### src/rtl/seven_segment_scanner.sv
// seven_segment_scanner
//   Time-multiplexed driver for NUM_DIGITS seven-segment digits. Each digit owns
//   a slot of REFRESH_DIV clocks. The first BLANK_CYCLES clocks of a slot are
//   dead time with everything deselected. Display data is double-buffered:
//   loads land in a pending buffer, which is promoted to the active buffer
//   only at a frame boundary.
//
// Ports
//   clk, rst_n   : clock, asynchronous active-low reset
//   enable       : 0 forces outputs inactive (counters/buffers keep running)
//   lzb_en       : leading-zero blanking enable
//   load         : 1-cycle strobe capturing digits_in / dp_in
//   digits_in    : 4-bit code per digit, [3:0] = digit 0
//   dp_in        : decimal point per digit
//   seg_data     : registered segments {dp,g,f,e,d,c,b,a}
//   digit_sel    : registered one-hot digit select, bit i = digit i
//   frame_done   : 1-cycle pulse after each frame boundary
//   update_ack   : 1-cycle pulse when new data becomes active
module seven_segment_scanner #(
  parameter int NUM_DIGITS     = 4,
  parameter int REFRESH_DIV    = 1024,
  parameter int BLANK_CYCLES   = 16,
  parameter int HEX_EN         = 0,
  parameter int SEG_ACTIVE_LOW = 0,
  parameter int SEL_ACTIVE_LOW = 0
) (
  input  logic                    clk,
  input  logic                    rst_n,
  input  logic                    enable,
  input  logic                    lzb_en,
  input  logic                    load,
  input  logic [4*NUM_DIGITS-1:0] digits_in,
  input  logic [NUM_DIGITS-1:0]   dp_in,
  output logic [7:0]              seg_data,
  output logic [NUM_DIGITS-1:0]   digit_sel,
  output logic                    frame_done,
  output logic                    update_ack
);

  localparam int PW = (REFRESH_DIV > 2) ? $clog2(REFRESH_DIV) : 1;
  localparam int IW = (NUM_DIGITS > 2) ? $clog2(NUM_DIGITS) : 1;
  localparam logic [PW-1:0] PRESC_MAX = PW'(REFRESH_DIV - 1);
  localparam logic [PW-1:0] BLANK_END = PW'(BLANK_CYCLES);
  localparam logic [IW-1:0] IDX_MAX   = IW'(NUM_DIGITS - 1);
  localparam logic [7:0]    SEG_OFF   = (SEG_ACTIVE_LOW != 0) ? 8'hFF : 8'h00;
  localparam logic [NUM_DIGITS-1:0] SEL_OFF =
    (SEL_ACTIVE_LOW != 0) ? {NUM_DIGITS{1'b1}} : {NUM_DIGITS{1'b0}};

  logic [PW-1:0]           presc_q, presc_d;
  logic [IW-1:0]           idx_q, idx_d;
  logic [4*NUM_DIGITS-1:0] act_dig_q, act_dig_d, pend_dig_q, pend_dig_d;
  logic [NUM_DIGITS-1:0]   act_dp_q, act_dp_d, pend_dp_q, pend_dp_d;
  logic                    pend_vld_q, pend_vld_d;
  logic                    fd_q, ack_q, ack_d;
  logic [7:0]              seg_q, seg_d;
  logic [NUM_DIGITS-1:0]   sel_q, sel_d;

  logic                    tick, boundary, lead, in_dead;
  logic [NUM_DIGITS-1:0]   blank_mask, onehot;
  logic [3:0]              cur_code;
  logic                    cur_dp, cur_blank;

  function automatic logic [6:0] glyph(input logic [3:0] code);
    case (code)
      4'h0:    glyph = 7'h3F;
      4'h1:    glyph = 7'h06;
      4'h2:    glyph = 7'h5B;
      4'h3:    glyph = 7'h4F;
      4'h4:    glyph = 7'h66;
      4'h5:    glyph = 7'h6D;
      4'h6:    glyph = 7'h7D;
      4'h7:    glyph = 7'h07;
      4'h8:    glyph = 7'h7F;
      4'h9:    glyph = 7'h6F;
      4'hA:    glyph = (HEX_EN != 0) ? 7'h77 : 7'h00;
      4'hB:    glyph = (HEX_EN != 0) ? 7'h7C : 7'h00;
      4'hC:    glyph = (HEX_EN != 0) ? 7'h39 : 7'h00;
      4'hD:    glyph = (HEX_EN != 0) ? 7'h5E : 7'h00;
      4'hE:    glyph = (HEX_EN != 0) ? 7'h79 : 7'h00;
      default: glyph = (HEX_EN != 0) ? 7'h71 : 7'h00;
    endcase
  endfunction

  assign tick     = (presc_q == PRESC_MAX);
  assign boundary = tick && (idx_q == IDX_MAX);
  assign presc_d  = tick ? '0 : presc_q + 1'b1;
  assign idx_d    = tick ? ((idx_q == IDX_MAX) ? '0 : idx_q + 1'b1) : idx_q;

  // A load on the boundary tick bypasses pending and wins over older pending
  // data; the active buffer is only ever written on a boundary.
  always_comb begin
    act_dig_d  = act_dig_q;
    act_dp_d   = act_dp_q;
    pend_dig_d = pend_dig_q;
    pend_dp_d  = pend_dp_q;
    pend_vld_d = pend_vld_q;
    ack_d      = 1'b0;
    if (boundary && load) begin
      act_dig_d  = digits_in;
      act_dp_d   = dp_in;
      pend_vld_d = 1'b0;
      ack_d      = 1'b1;
    end else if (boundary && pend_vld_q) begin
      act_dig_d  = pend_dig_q;
      act_dp_d   = pend_dp_q;
      pend_vld_d = 1'b0;
      ack_d      = 1'b1;
    end else if (load) begin
      pend_dig_d = digits_in;
      pend_dp_d  = dp_in;
      pend_vld_d = 1'b1;
    end
  end

  // Leading zeros are blanked from the top digit down; digit 0 always shows.
  always_comb begin
    lead       = lzb_en;
    blank_mask = '0;
    for (int unsigned k = 0; k < NUM_DIGITS - 1; k++) begin
      if (lead && (act_dig_q[4*(NUM_DIGITS-1-k) +: 4] == 4'h0)) begin
        blank_mask[NUM_DIGITS-1-k] = 1'b1;
      end else begin
        lead = 1'b0;
      end
    end
  end

  always_comb begin
    cur_code  = '0;
    cur_dp    = 1'b0;
    cur_blank = 1'b0;
    onehot    = '0;
    for (int unsigned i = 0; i < NUM_DIGITS; i++) begin
      if (idx_q == IW'(i)) begin
        cur_code  = act_dig_q[4*i +: 4];
        cur_dp    = act_dp_q[i];
        cur_blank = blank_mask[i];
        onehot[i] = 1'b1;
      end
    end
  end

  assign in_dead = (BLANK_CYCLES > 0) && (presc_q < BLANK_END);

  always_comb begin
    seg_d = SEG_OFF;
    sel_d = SEL_OFF;
    if (enable && !in_dead) begin
      seg_d = {cur_dp, cur_blank ? 7'h00 : glyph(cur_code)} ^ SEG_OFF;
      sel_d = onehot ^ SEL_OFF;
    end
  end

  always_ff @(posedge clk or negedge rst_n) begin
    if (!rst_n) begin
      presc_q    <= '0;
      idx_q      <= '0;
      act_dig_q  <= '0;
      act_dp_q   <= '0;
      pend_dig_q <= '0;
      pend_dp_q  <= '0;
      pend_vld_q <= 1'b0;
      fd_q       <= 1'b0;
      ack_q      <= 1'b0;
      seg_q      <= SEG_OFF;
      sel_q      <= SEL_OFF;
    end else begin
      presc_q    <= presc_d;
      idx_q      <= idx_d;
      act_dig_q  <= act_dig_d;
      act_dp_q   <= act_dp_d;
      pend_dig_q <= pend_dig_d;
      pend_dp_q  <= pend_dp_d;
      pend_vld_q <= pend_vld_d;
      fd_q       <= boundary;
      ack_q      <= ack_d;
      seg_q      <= seg_d;
      sel_q      <= sel_d;
    end
  end

  assign seg_data   = seg_q;
  assign digit_sel  = sel_q;
  assign frame_done = fd_q;
  assign update_ack = ack_q;

endmodule
### config.mk
export PLATFORM = sky130hd
export DESIGN_NAME = seven_segment_scanner
export DESIGN_NICKNAME = d
export VERILOG_FILES = /design/src/rtl/seven_segment_scanner.sv
export SDC_FILE = /design/constraint.sdc
export NUM_CORES = 1
export LEC_CHECK = 0
export CELL_PAD_IN_SITES_DETAIL_PLACEMENT = 0
export CELL_PAD_IN_SITES_GLOBAL_PLACEMENT = 1
export CORE_MARGIN = 8
export CORE_UTILIZATION = 40
export DETAILED_ROUTE_END_ITERATION = 6
export DONT_BUFFER_PORTS = 1
export GPL_ROUTABILITY_DRIVEN = 0
export PLACE_DENSITY = 0.73
export SYNTH_ARGS = -nofsm -noshare
export SYNTH_HDL_FRONTEND = slang
export SYNTH_SLANG_ARGS = --single-unit
### constraint.sdc
create_clock -name clk -period 6.5 [get_ports clk]
set_input_delay 0.65 -clock clk [delete_from_list [all_inputs] [get_ports clk]]
set_output_delay 0.65 -clock clk [all_outputs]
set_load 0.005 [all_outputs]
==> summary.md, run 1 <==
| Metric | Value |
|---|---|
| Status | finished, final reports clean |
| Distinct cell type count after synthesis | 50 |
| Leakage dissipation | 0.00157 µW |
| First-pass GRT wire length | 10.5 mm |
| Achievable Freq | 356 MHz |
| WP data required | 6.72 ns |
| Clock Latency Late Sink | 0.34 ns |
| WS Path Type | reg2reg |
| Async S/R FF share, synth | 100% |
| Final setup viols | 0 |
| Final ANT Viol Nets | 0 |
| VDD IR max | 76.9 µV |
| RSZ-0062 raised after global routing | no |
| Full die area | 11300 µm² |
| Mean Syn Cell Area | 12.9 µm² |
| Hold/Removal Path Class | in2async |
| Post-synth top area cell | dfrtp_1 |
| PwrDens | 230 nW/µm² |
| Initial Utilization | 40.5% |
| Largest net degree at the start of global routing | 68 |
| Worst R2R Path Depth | 5 |
| Vias/cell | 5.20 |
| CP startpoint kind | register |
| TritonCTS Sinks | 67 |
| FP Rows | 33 |
| Setup crit end kind | register |
| Tcrit/Tclk final | 43.2% |
| CTS Buf Count | 9 |
| GRT overflow | 0 |
| Die H | 106 µm |
| Clock Path Buffers | 2 |
| Slew Limit Fails | 0 |
| WHS | 0.191 ns |
| Worst slew margin | 36.1% |
| Tot GR Track Use | 11.8% |
| Ranking of synthesized cells by area | dfrtp_1 51%, mux2_2 20%, ha_1 4.2%, a221oi_1 1.6%, nand2_1 1.4% |
| Worst-Margin Slew | 0.958 ns |
| Post-Synthesis Cells | 254 |
| Worst EP arrival | 3.03 ns |
| Prevailing post-synth register cell | dfrtp_1 |
| Core Util, Final | 43.9% |
| IO Pins | 39 |
| H-tree lvl count | 3 |
| Syn nets | 290 |
| R2R Setup Slk | 3.69 ns |
| CTS root buf | clkbuf_8 |
| DRC Markers | 0 |
| Post-detail-place hpwl | 4.18 mm |
| First-pass DRT Iterations | 4 |
| Top cells by count, synth | 67 x dfrtp_1, 58 x mux2_2, 12 x nand2_1 |
| Initial antenna violation count | 0 |
| Worst-path fanout max | 21 |
| Via count | 1894 |
| TritonCTS clock tree | yes |
| Initial DRC Count | 101 |
| Layout area overhead | 8.39% |
| Hold Vio Cnt, Final | 0 |
| Cell with the most instances after synthesis | dfrtp_1 |
| Diodes inserted | 0 |
| Setup_tns | 0 ns |
| Post-synthesis sequential area ratio | 51.4% |
| Share of the synthesized area in the top cell type | 51.4% |
| Final WL | 6.09 mm |
| Worst r2r src | presc_q[0] |
| Share of cells above drive strength 1 | 31.7% |
| NumNets Final | 292 |
| Core area | 8050 µm² |
| Synth Warn # | 0 |
| Fill count | 774 |
| Max-cap viol count | 0 |
| Yosys reg bits | 67 |
| Clock-pin slew on the worst setup and hold paths | 0.07 ns |
| Vias in the first global route | 2048 |
| Routed WL per cell | 16.7 µm |
| Clock Skew | 0.00616 ns |
| R2r endpoint | act_dig_q[14] |
| CTS resizes | 0 |
| Die W | 106 µm |
| Mapped Area | 3260 µm² |
| Number of flops mapped to enable cells by yosys | 0 |
| I/O Buffers | 0 |
| Tmin final | 2.81 ns |
-- routing by layer --
layer | wire, µm | share of wire, % | vias to the layer above | GRT usage (%)
met5 | 0 | 0 | - | 0
met4 | 114 | 1.9 | 0 | 6.33
met3 | 421 | 6.9 | 9 | 4.72
met2 | 2850 | 47 | 32 | 17.4
met1 | 2700 | 44 | 938 | 14.5
li1 | - | - | 915 | -
-- stage by stage --
step                instances  area [µm²]  setup WS (ns)  power [µW]
global placement          349        3330           3.72         481
detailed placement        349        3330           3.63         483
CTS                       364        3540           3.63         829
finish                    364        3540           3.69         815
floorplan                 254        3260           4.17         478
global route              364        3540           3.41         853
-- sequential cells by signal, indices dropped and copies added (netlist names) --
name and cells:
pend_vld_q 1, act_dig_q 16, pend_dp_q 4, frame_done 1, idx_q 2, seg_data 8, digit_sel 4, presc_q 10
pend_dig_q 16, act_dp_q 4, update_ack 1
-- logic make-up (layout without fill, tap and decap cells) --
group           after synthesis  after routing  synth area share (%)
fa+ha+maj                    11             11                  4.22
buf+inv                      15             20                  2.61
compound gates               34             34                  8.70
xor+xnor                      6              6                  1.61
simple gates                 59             59                  10.3
flops                        67             67                  51.4
mux                          62             62                  21.2
-- where the power goes --
| group | internal (µW) | switching (µW) |
|---|---|---|
| Clock | 182 | 150 |
| Combinational | 26.0 | 19.4 |
| Sequential | 431 | 6.49 |
-- area by class of cell --
cell class	count	area (µm²)	share of cell area (%)
clock buffers	11	141	4.00
clock inverters	3	40.0	1.13
inverters	5	18.8	0.530
multi-input cells	172	1500	42.5
flip-flops and latches	67	1680	47.4
well taps	105	131	3.71
repair buffers	1	27.5	0.778
-- timing repair --
action | 4_1_cts | 5_1_grt
buffers inserted | 0 | 0
hold endpoints to repair | 67 | 0
hold buffers | 1 | 0
-- critical path, stage by stage (launching register included) --
cell     delay, ns
dfrtp_1       0.39
ha_1          0.21
nand4_1       0.17
nor3_2        0.59
and3b_1       0.90
mux2_2        0.42
-- how the worst max path moves through the flow --
stage,from,end,slack [ns],cells after the start
after floorplan,idx_q[1],seg_data[3],4.17,11
final,presc_q[0],act_dig_q[14],3.69,5
after global placement,idx_q[1],seg_data[3],3.72,10
after CTS,presc_q[0],act_dig_q[14],3.63,5
after global routing,presc_q[0],act_dig_q[14],3.41,5
after detailed placement,presc_q[0],act_dig_q[11],3.63,5
-- cell usage in the layout (no fill, tap or decap), drive strengths merged, types with 2 or more instances in the layout --
master / netlist / layout
a21boi: 2 / 2
a21oi: 4 / 4
a221oi: 7 / 7
a22oi: 3 / 3
and2: 6 / 6
clkbuf: 3 / 11
clkinv: 0 / 2
dfrtp: 67 / 67
ha: 11 / 11
inv: 5 / 5
mux2: 58 / 58
mux2i: 4 / 4
nand2: 12 / 12
nand3: 6 / 6
nor2: 10 / 10
nor2b: 5 / 5
nor3: 6 / 6
nor4: 2 / 2
o211a: 2 / 2
o211ai: 2 / 2
o21ai: 5 / 5
or3: 2 / 2
xnor2: 3 / 3
xor2: 3 / 3
Power figures use the tool's default switching activity.
==> run 2: changes to the inputs <==
Clock period 6.5 ns to 2.8 ns, I/O delays scaled along.
==> run 2 against run 1 <==
Design area up 1.7%. Global-route usage up 0.12 points. First-iteration DRC count down 42%. Maximum frequency up 11%. Register-to-register slack worse by 3.4 ns. Via count up 2.4%. Core utilization up 0.76 points. Critical endpoint is now seg_data[3].
==> summary.md, run 2 (synthesis gave the netlist of run 1 again) <==
| Metric | Value |
|---|---|
| Status | finished, final reports clean |
| Core area | 8050 µm² |
| Vias/cell | 5.23 |
| I/O Buffers | 0 |
| Tmin final | 2.54 ns |
| Family with the most delay on the worst path | compound AO/OA/AOI/OAI gates |
| Final ANT Viol Nets | 0 |
| Register area | 1680 µm² |
| Largest net degree at the start of global routing | 68 |
| NumNets Final | 297 |
| Worst R2R Path Depth | 10 |
| Clock Skew | 0.0103 ns |
| IO Pins | 39 |
| Setup repair bufs after CTS | 0 |
| Tot GR Track Use | 11.9% |
| TritonCTS Sinks | 67 |
| FP Rows | 33 |
| Critical path buffers and inverters | 1 |
| Tcrit/Tclk final | 90.7% |
| Multi-input gate area | 1520 µm² |
| Hold/Removal Path Class | in2reg |
| Leakage dissipation | 0.00160 µW |
| Levels on crit path | 10 |
| Hold Vio Cnt, Final | 0 |
| Die H | 106 µm |
| Final WL | 6.04 mm |
| Most common cell after layout, fill and taps aside | dfrtp_1 |
| WHS Path Cells | 1 |
| Full die area | 11300 µm² |
| Placed instance count | 353 |
| Top Registers | act_dig_q: 16 flops, pend_dig_q: 16 flops, presc_q: 10 flops |
| WS Path Type | reg2reg |
| Clock Latency Late Sink | 0.34 ns |
| Setup crit end kind | register |
| Max-cap viol count | 0 |
| Post-detail-place hpwl | 4.25 mm |
| RSZ-0062 raised after global routing | no |
| Clock Path Buffers | 2 |
| Worst slew margin | 63.7% |
| PwrDens | 527 nW/µm² |
| Initial DRC Count | 59 |
| Core Util, Final | 44.7% |
| Clock-pin slew on the worst setup and hold paths | 0.07 ns |
| CTS Buf Count | 9 |
| DRC Markers | 0 |
| First-pass GRT wire length | 10.6 mm |
| WP data required | 3.02 ns |
| Worst EP arrival | 2.76 ns |
| Post-Layout Cell Count | 371 |
| Via count | 1940 |
| First-pass DRT Iterations | 4 |
| H-tree lvl count | 3 |
| TritonCTS clock tree | yes |
| GRT overflow | 0 |
| Initial antenna violation count | 0 |
| CP startpoint kind | register |
| Slowest CP cell | dfrtp_1 |
| Share of cells above drive strength 1 | 33.5% |
| Achievable Freq | 394 MHz |
| Routed WL per cell | 16.3 µm |
| Initial Utilization | 40.5% |
| Slew Limit Fails | 0 |
| VDD IR max | 248 µV |
| Worst-path fanout max | 5 |
| Diodes inserted | 0 |
| Fill count | 739 |
| Final setup viols | 0 |
| Vias in the first global route | 2038 |
| Most frequent cells in the layout | 67 x dfrtp_1, 58 x mux2_2, 12 x nand2_1, 10 x ha_1, 10 x clkbuf_8 |
| Critical path, cell by cell | inv_1 -> ha_1 -> nor2b_1 -> a221oi_1 -> nor3_1 -> a21oi_2 -> ha_1 -> nor3_2 -> a22oi_1 -> a221oi_1 |
| Layout area overhead | 10.3% |
| Slowest stage delay, CP | 0.39 ns |
| Worst-Margin Slew | 0.542 ns |
| Setup_tns | 0 ns |
| CTS root buf | clkbuf_8 |
| Die W | 106 µm |
## run 2: changes by cell type in the layout (fill, tap and decap cells not counted), sizes merged
cell	before	now
clkinv	2	1
buf	1	5
dlygate4sd3	0	1
clkbuf	11	14
## run 2: what timing repair did
action | 4_1_cts | 5_1_grt
resized for setup | 0 | 4
hold buffers | 2 | 0
setup endpoints to repair | 0 | 1
hold endpoints to repair | 67 | 0
## run 2: layout make-up
cell class,instances,share of cell area [%]
multi-input combinational,172,42.2
tap,105,3.65
clock buffer,14,4.24
clock inverter,2,0.973
inverter,5,0.521
timing repair buffer,6,1.88
sequential,67,46.6
## run 2: path summary, 6_finish.rpt
check	slack, ns	start	endpoint
min in group asynchronous	0.47	rst_n	pend_dig_q[15]
max in group asynchronous	2.07	rst_n	digit_sel[3]
hold reg to reg	0.50	presc_q[6]	presc_q[6]
hold / removal	0.08	digits_in[4]	pend_dig_q[4]
setup / recovery	0.26	idx_q[0]	seg_data[3]
setup reg to reg	0.26	idx_q[0]	seg_data[3]
## run 2: power breakdown
part           total (µW)  internal [µW]  switching (µW)
Sequential           1020           1000            14.9
Clock                 775            436             339
Combinational         106           61.1            45.1
## run 2: per-stage QoR
step | hold WS, ns | total power, µW | instance area, µm² | setup WS, ns
final | 0.0819 | 1900 | 3600 | 0.261
after global routing | 0.0556 | 1990 | 3600 | 0.0213
after global placement | -0.0135 | 1120 | 3360 | 0.290
after detailed placement | -0.0137 | 1120 | 3360 | 0.143
after CTS | 0.0635 | 1930 | 3580 | 0.108
after floorplan | -0.0156 | 1110 | 3260 | 0.475
## run 2: metal layers
layer	global-route usage, %	up-vias	part of all wire, %
met5	0	-	0
met2	18.6	39	47
met3	4.96	6	6.2
met4	4.52	0	1.4
met1	14.4	961	46
li1	-	934	-
